`config.mk`:
```
export PLATFORM = sky130hd
export DESIGN_NAME = cl_serial_unit_flat
export DESIGN_NICKNAME = d
export VERILOG_FILES = /design/src/rtl/cl_serial_unit_if.sv /design/src/rtl/cl_serial_unit.sv /design/src/flat_wrapper.sv
export SDC_FILE = /design/constraint.sdc
export NUM_CORES = 1
export LEC_CHECK = 0
export CAP_MARGIN = 20
export CORE_MARGIN = 4
export CORE_UTILIZATION = 55
export CTS_BUF_LIST = sky130_fd_sc_hd__clkbuf_8
export DETAILED_ROUTE_END_ITERATION = 8
export PLACE_DENSITY = 0.88
export RECOVER_POWER = 50
export SYNTH_ARGS = -nofsm -noshare
export SYNTH_HDL_FRONTEND = slang
export SYNTH_SLANG_ARGS = --single-unit
```
`constraint.sdc`:
```
create_clock -name clk -period 2.3 [get_ports clk]
set_input_delay 0.23 -clock clk [delete_from_list [all_inputs] [get_ports clk]]
set_output_delay 0.23 -clock clk [all_outputs]
set_load 0.01 [all_outputs]
```
`src/rtl/cl_serial_unit_if.sv`:
```
// cl_serial_unit_if: operand/result handshake bundle for the serial logic unit.
// The master side (producer/consumer) drives operands, op code and out_ready;
// the slave side (the unit) drives the ready/valid status, result and busy.
interface cl_serial_unit_if #(
  parameter int WIDTH = 8
);
  logic             in_valid;
  logic             in_ready;
  logic [WIDTH-1:0] a;
  logic [WIDTH-1:0] b;
  logic [1:0]       s;
  logic             out_valid;
  logic             out_ready;
  logic [WIDTH-1:0] result;
  logic             busy;

  modport master (
    output in_valid, a, b, s, out_ready,
    input  in_ready, out_valid, result, busy
  );

  modport slave (
    input  in_valid, a, b, s, out_ready,
    output in_ready, out_valid, result, busy
  );
endinterface

```
`src/rtl/cl_serial_unit.sv`:
```
// cl_serial_unit: multi-cycle bitwise logic unit (AND / OR / XOR / NOT a).
// Operands are captured on accept, then SLICE result bits are produced per
// clock, LSB slice first, and the full result is held until the consumer
// takes it.
// Optional feature macro: CL_ZERO_FLAG_EN adds a 'zero' output that is high
// while out_valid is high and the completed result is all zeros.
module cl_serial_unit #(
  parameter int WIDTH = 8,
  parameter int SLICE = 2
) (
  input  logic            clk,
  input  logic            rst_n,
  cl_serial_unit_if.slave bus
`ifdef CL_ZERO_FLAG_EN
  ,
  output logic            zero
`endif
);

  localparam int NSLICE = WIDTH / SLICE;
  localparam int CW     = (NSLICE > 1) ? $clog2(NSLICE) : 1;
  localparam logic [CW-1:0] LAST_CNT = CW'(NSLICE - 1);

  typedef enum logic [1:0] {
    IDLE = 2'b00,
    RUN  = 2'b01,
    OUT  = 2'b10
  } state_t;

  state_t           state_r;
  state_t           state_s;
  logic [CW-1:0]    cnt_r;
  logic [WIDTH-1:0] a_r;
  logic [WIDTH-1:0] b_r;
  logic [1:0]       s_r;
  logic [WIDTH-1:0] result_r;
  logic             in_ready_r;
  logic             out_valid_r;
  logic             busy_r;
  logic             accept_s;
  logic [WIDTH-1:0] op_word_s;
  logic [31:0]      base_s;
  logic [SLICE-1:0] slice_s;

  // Full-width logic operation; only one slice of it is committed per cycle.
  function automatic logic [WIDTH-1:0] logic_op(input logic [WIDTH-1:0] x,
                                                input logic [WIDTH-1:0] y,
                                                input logic [1:0]       code);
    logic [WIDTH-1:0] r;
    case (code)
      2'b00:   r = x & y;
      2'b01:   r = x | y;
      2'b10:   r = x ^ y;
      2'b11:   r = ~x;
      default: r = '0;
    endcase
    return r;
  endfunction

  // Select the slice addressed by the counter from the captured operands.
  always_comb begin
    op_word_s = logic_op(a_r, b_r, s_r);
    base_s    = 32'(cnt_r) * 32'(SLICE);
    slice_s   = op_word_s[base_s +: SLICE];
  end

  // Next-state decode; operands only matter at the IDLE accept.
  always_comb begin
    state_s  = state_r;
    accept_s = 1'b0;
    case (state_r)
      IDLE: begin
        if (bus.in_valid) begin
          accept_s = 1'b1;
          state_s  = RUN;
        end else begin
          state_s  = IDLE;
        end
      end
      RUN: begin
        if (cnt_r == LAST_CNT) begin
          state_s = OUT;
        end else begin
          state_s = RUN;
        end
      end
      OUT: begin
        if (bus.out_ready) begin
          state_s = IDLE;
        end else begin
          state_s = OUT;
        end
      end
      default: begin
        state_s = IDLE;
      end
    endcase
  end

  // State, status flags, operand capture and slice-by-slice result fill.
  always_ff @(posedge clk or negedge rst_n) begin
    if (!rst_n) begin
      state_r     <= IDLE;
      in_ready_r  <= 1'b1;
      out_valid_r <= 1'b0;
      busy_r      <= 1'b0;
      cnt_r       <= '0;
      a_r         <= '0;
      b_r         <= '0;
      s_r         <= 2'b00;
      result_r    <= '0;
    end else begin
      state_r     <= state_s;
      in_ready_r  <= (state_s == IDLE);
      out_valid_r <= (state_s == OUT);
      busy_r      <= (state_s == RUN) || (state_s == OUT);
      if (accept_s) begin
        a_r      <= bus.a;
        b_r      <= bus.b;
        s_r      <= bus.s;
        result_r <= '0;
        cnt_r    <= '0;
      end else if (state_r == RUN) begin
        result_r[base_s +: SLICE] <= slice_s;
        if (cnt_r != LAST_CNT) begin
          cnt_r <= cnt_r + CW'(1);
        end
      end
    end
  end

`ifdef CL_ZERO_FLAG_EN
  logic zero_acc_r;

  // Accumulate "every slice so far was zero" across the RUN phase.
  always_ff @(posedge clk or negedge rst_n) begin
    if (!rst_n) begin
      zero_acc_r <= 1'b0;
    end else if (accept_s) begin
      zero_acc_r <= 1'b1;
    end else if (state_r == RUN) begin
      zero_acc_r <= zero_acc_r & (slice_s == '0);
    end
  end

  assign zero = zero_acc_r & out_valid_r;
`endif

  assign bus.in_ready  = in_ready_r;
  assign bus.out_valid = out_valid_r;
  assign bus.busy      = busy_r;
  assign bus.result    = result_r;

endmodule

```
`src/flat_wrapper.sv`:
```
// flat-port wrapper written by rule: the top's interface ports become plain ports
module cl_serial_unit_flat 
#(
  parameter int WIDTH = 8,
  parameter int SLICE = 2
)
  (clk, rst_n, bus_in_valid, bus_a, bus_b, bus_s, bus_out_ready, bus_in_ready, bus_out_valid, bus_result, bus_busy);
  cl_serial_unit_if #(.WIDTH(WIDTH)) bus_i ();
  input  logic clk;
  input  logic rst_n;
  input wire logic [$bits(bus_i.in_valid)-1:0] bus_in_valid;
  input wire logic [$bits(bus_i.a)-1:0] bus_a;
  input wire logic [$bits(bus_i.b)-1:0] bus_b;
  input wire logic [$bits(bus_i.s)-1:0] bus_s;
  input wire logic [$bits(bus_i.out_ready)-1:0] bus_out_ready;
  output wire logic [$bits(bus_i.in_ready)-1:0] bus_in_ready;
  output wire logic [$bits(bus_i.out_valid)-1:0] bus_out_valid;
  output wire logic [$bits(bus_i.result)-1:0] bus_result;
  output wire logic [$bits(bus_i.busy)-1:0] bus_busy;
  assign bus_i.in_valid = bus_in_valid;
  assign bus_i.a = bus_a;
  assign bus_i.b = bus_b;
  assign bus_i.s = bus_s;
  assign bus_i.out_ready = bus_out_ready;
  assign bus_in_ready = bus_i.in_ready;
  assign bus_out_valid = bus_i.out_valid;
  assign bus_result = bus_i.result;
  assign bus_busy = bus_i.busy;
  cl_serial_unit #(.WIDTH(WIDTH), .SLICE(SLICE)) u_core (.clk(clk), .rst_n(rst_n), .bus(bus_i));
endmodule
```
-- Word level (Yosys, flattened, before mapping)
Cells that the tools add are included.
- input port bits: 22
- logic and storage cells: 47
- output and inout bits: 11
- register bits after elaboration: 33
- add/sub/neg operators: 2
- mux-type cells: 13
- eq/ne operators: 9
- reductions and logical operators: 7
- shift-type cells: 3
- bitwise operators: 4
- operators with widths (operator ; count):
    3-bit negation with 34-bit output ; 1
    2-bit by 34-bit variable shift with 8-bit output (first input constant) ; 1
    2-bit by 34-bit variable part select with 8-bit output ; 1
    8-bit case mux with 4 select lines ; 1
    8-bit 2-to-1 mux ; 2
    2-bit equality test (second input constant) ; 5
    2-bit 2-to-1 mux ; 5
    8-bit AND ; 1
    8-bit bitwise mux ; 1
    8-bit NOT ; 1
    8-bit OR ; 1
    8-bit by 4-bit variable part select with 2-bit output ; 1
    8-bit bitwise XOR ; 1
    2-bit by 1-bit equality test with 1-bit output (second input constant) ; 3
    2-bit logical NOT ; 3
    2-bit case mux with 3 select lines ; 1
    2-bit nonzero test ; 2
    1-bit 2-to-1 mux ; 3
    2-bit by 1-bit adder with 2-bit output (second input constant) ; 1
    2-bit inequality test (second input constant) ; 1
    2-bit AND reduction ; 1
    1-bit logical OR ; 1

-- Longest topological paths before layout
- word-level depth: 7
- mapped depth: 7
- mapped depth without buffers: 6

-- Least setup slack after synthesis
No wires, ideal clock.
- path type: register to register
- start point: reg u_core.cnt_r[1]
- end point: reg u_core.result_r[4] (netlist: u_core.bus.result[4])
- buffers on the path: 1
- library setup time: 70 ps
- arrival time: 1935 ps
- cell stages (with the launch flop): 8
- path slack: 295 ps
- clock period less this slack: 2005 ps
- required time: 2230 ps
- cells stage by stage: dfrtp_1 > clkbuf_1 > inv_1 > ha_1 > or3b_1 > a2111oi_0 > nand4_1 > nand3_1
- cells in the longest elaborated chain, start to end: 5
- elaborated cells on any way between the ends: 7
- classes of those cells: 1 x add/sub; 3 x shift; 3 x mux
- ends and longest elaborated chain (item ; line ; text):
    start, declared ; cl_serial_unit.sv:32 ; logic [CW-1:0] cnt_r;
    start signal, assigned ; cl_serial_unit.sv:126 ; cnt_r <= cnt_r + CW'(1);
    8-bit by 4-bit variable part select with 2-bit output or 3-bit negation with 34-bit output (tied branches) ; cl_serial_unit.sv:64, cl_serial_unit.sv:124 ;
    2-bit by 34-bit variable part select with 8-bit output or 2-bit by 34-bit variable shift with 8-bit output (tied branches) ; cl_serial_unit.sv:124 ; result_r[base_s +: SLICE] <= slice_s;
    8-bit bitwise mux (*) ; cl_serial_unit.sv:124 ;
    8-bit 2-to-1 mux (*) ; cl_serial_unit.sv:123 ; end else if (state_r == RUN) begin
    8-bit 2-to-1 mux (*) ; cl_serial_unit.sv:117 ; if (accept_s) begin
    end signal, assigned by index ; cl_serial_unit.sv:124 ;
    end, declared ; cl_serial_unit.sv:36 ; logic [WIDTH-1:0] result_r;
Every way passes the cells marked *; elsewhere a longest branch is shown, timed or not. The select of a mux whose other input is x is not followed.
A chain may end at the register's enable or synchronous reset.

-- Worst setup path after layout
- start point: reg u_core.cnt_r[0]
- end point: reg u_core.result_r[0] (netlist: u_core.bus.result[0])
Same word-level chain as after synthesis.

==> summary.md <==
| Metric | Value |
|---|---|
| Fin crit share | `about nine tenths` |
| Ys Warns | `0` |
| Initial Utilization | `between 50 and 60%` |
| Reg-to-reg endpoint | `u_core.bus.result[0]` |
| CP endpoint kind | `register` |
| CTS tree | `yes` |
| Crit start category | `register` |
| Worst ir drop on vdd | `0.776 mV` |
| Gate power share | `between 50 and 60%` |
| Max Fclk | `~0.49 GHz` |
| Slew @ Worst Pin | `around 800 ps` |
| Setup_tns | `0 ps` |
| Post-synthesis net count | `250` |
| Most frequent cells in the layout | `nand2_1 (37), dfrtp_1 (32), clkdlybuf4s50_1 (27)` |
| Clock power share | `between 10 and 15%` |
| Vias in the first global route | `1478` |
| Ys flop type | `dfrtp_1` |
| Gr usage total | `between 15 and 20%` |
| Die H | `just under 70 um` |
| Postcts setup bufs | `0` |
| R2r setup slk | `between 200 and 300 ps` |
| Post-synth ARST share | `100%` |
| DRC errors left | `0` |
| Num ports | `33` |
| Die width | `roughly 69 um` |
| HPWL Detailed | `~2800 um` |
| Hold Violations, Final | `0` |
| Register area share after synthesis | `40.9%` |
| Total die area | `roughly 0.0047 mm2` |
| DR iter-0 viols | `approximately 130` |
| Fin crit period | `between 2000 and 2500 ps` |
| Port Buffers | `32` |
| Num CTS Buffers | `5` |
| Total gr overflow | `0` |
| Pre-CTS setup slack | `roughly 360 ps` |
| Sink of the worst hold path | `u_core.bus.result[3]` |
| Initial antenna violation count | `0` |
| PD cells | `1300 mW/mm2` |
| Detailed-route wire length per cell | `between 10 and 15 um` |
| Post-Syn Instances | `just over 200` |
| Clock root buffer | `clkbuf_8` |
| Register share of total power | `between 30 and 40%` |
| Post-synth EDFFs | `0` |
| RSZ-0062 raised after global routing | `false` |
| WL final | `~3800 um` |
| Min-delay src | `u_core.bus.result[3]` |
| P_leak | `between 1 and 1.5 nW` |
| Hold buffer count at cts | `0` |
| Fill cell count | `273` |
| Largest net degree at the start of global routing | `34` |
| Cts repair resizes | `0` |
| Via/cell ratio | `5.40` |
| R2R Path Start | `u_core.cnt_r[0]` |
| Nets | `approximately 280` |
| P_sw | `1.32 mW` |
| Most common cell after layout, fill and taps aside | `nand2_1` |
| Drt pass-1 iters | `5` |
| Total power | `~3.2 mW` |
| Final WS setup | `~260 ps` |
| Remaining antenna violation count | `0` |
| H-tree depth | `2` |
| Setup CP Type | `register to register` |
| Antenna diodes | `0` |
| Max-Cap Viols | `0` |
| Vias | `1538` |
| Cell Int Power | `1.88 mW` |
| Clk slew on worst S/H paths | `60 ps` |
| Core area | `0.00344 mm2` |
| Reg2reg path depth | `6` |
| Max Buffers Root-to-Sink | `2` |
| Critical path arrival | `around 2300 ps` |
| Synth Register Bits | `33` |
| Library cells used by synthesis | `30` |
| CTS sink cnt | `33` |
| GP Congestion | `roughly 0.93` |
| Mean post-synth cell area | `9.82 um2` |
| First-pass GRT wire length | `6350 um` |
| Worst hold path class | `register to register` |
| Mapped cell area | `between 0.002 and 0.0025 mm2` |
| Layout cell share with drive strength beyond 1 | `approximately 11%` |
| Final setup fails | `0` |
| Switch share | `slightly above 40%` |
| Worst EP required | `2520 ps` |
| Worst hold path depth | `2` |
| Worst slew margin | `46.9%` |
| Layout area overhead | `21.4%` |
| Clock Skew | `about 1.7 ps` |
| Clk Latency, worst-skew pair | `~280 ps` |
| Run status | `finished, final reports clean` |
| Crit-path max FO | `10` |
| Slew Limit Fails | `0` |
| Row Count | `21` |
## cell families (layout without fill, tap and decap cells)
family | Yosys count | count (layout) | synth area share [%]
AOI/OAI and AO/OA | 38 | 38 | 12.6
buffers and inverters | 35 | 68 | 7.30
DFF | 33 | 33 | 40.9
and+or+nand+nor | 60 | 60 | 13.6
adders and majority gates | 22 | 22 | 13.6
muxes | 18 | 18 | 12.1
## worst max path at each step
stage | startpoint | end | cells after the start
global placement | u_core.b_r[5] | u_core.bus.result[1] | 6
floorplan | u_core.cnt_r[1] | u_core.bus.result[4] | 7
global route | u_core.cnt_r[0] | u_core.bus.result[0] | 6
detailed placement | u_core.cnt_r[0] | u_core.bus.result[0] | 6
CTS | u_core.cnt_r[0] | u_core.bus.result[0] | 6
finish | u_core.cnt_r[0] | u_core.bus.result[0] | 6
## flip-flops by register name, indices dropped and copies added, names as in the netlist
| register | cells |
|---|---|
| u_core.a_r | 8 |
| u_core.bus.busy | 1 |
| u_core.s_r | 2 |
| u_core.bus.result | 8 |
| u_core.state_r | 2 |
| u_core.cnt_r | 2 |
| u_core.b_r | 8 |
| u_core.bus.in_ready | 1 |
| u_core.bus.out_valid | 1 |
## cell type report
| class | instances | area [um2] | area share (%) |
|---|---|---|---|
| multi-input combinational | 138 | 1050 | 42.8 |
| tap | 46 | 57.6 | 2.34 |
| inverter | 23 | 86.3 | 3.52 |
| sequential | 33 | 827 | 33.7 |
| clock buffer | 5 | 68.8 | 2.80 |
| timing repair buffer | 37 | 352 | 14.3 |
| clock inverter | 3 | 13.8 | 0.560 |
## per-layer routing
metal / up-vias / part of all wire [%] / routed length (um) / GRT usage, %
met4: 0 / 0.94 / 36 / 4.71
met2: 44 / 47 / 1790 / 31.8
li1: 765 / - / - / -
met5: - / 0 / 0 / 0
met3: 6 / 6.5 / 248 / 5.51
met1: 723 / 46 / 1740 / 21.6
## power groups by stage
stage	logic, mW	registers [mW]	clock network (mW)
after floorplan	1.32	0.995	0
after global placement	1.65	1.07	0
after detailed placement	1.72	1.08	0
after CTS	1.74	1.08	0.422
after global routing	1.93	1.12	0.446
final	1.71	1.08	0.408
## worst max-delay path: stages (launching register included)
cell       delay [ps]
dfrtp_1           510
inv_1             130
ha_1              370
nand4bb_1         250
a2111oi_0         450
nand3_1           150
nand3_1           110
## stage by stage
step	utilization, %	instances	hold slack [ps]	instance area (um2)
final	71.4	285	481	2460
after floorplan	-	206	-65.6	2020
after detailed placement	69.1	277	473	2380
after global routing	71.4	285	496	2460
after CTS	71.5	285	362	2460
after global placement	69.1	277	471	2380
## cells in the mapped netlist (4+ instances only)
library cell  number  area (um2)
o21ai_0           18        90.1
ha_1              22         275
nand2_1           37         139
inv_1             23        86.3
mux2_2             5        56.3
mux2_4             4        60.1
clkbuf_1           9        33.8
dfrtp_1           32         801
nor2_1             6        22.5
a2111oi_0          4        35.0
mux2i_1            6        60.1
nand3_1            6        30.0
a21o_1             5        37.5
Note: power is estimated with default switching activity, not from simulation.
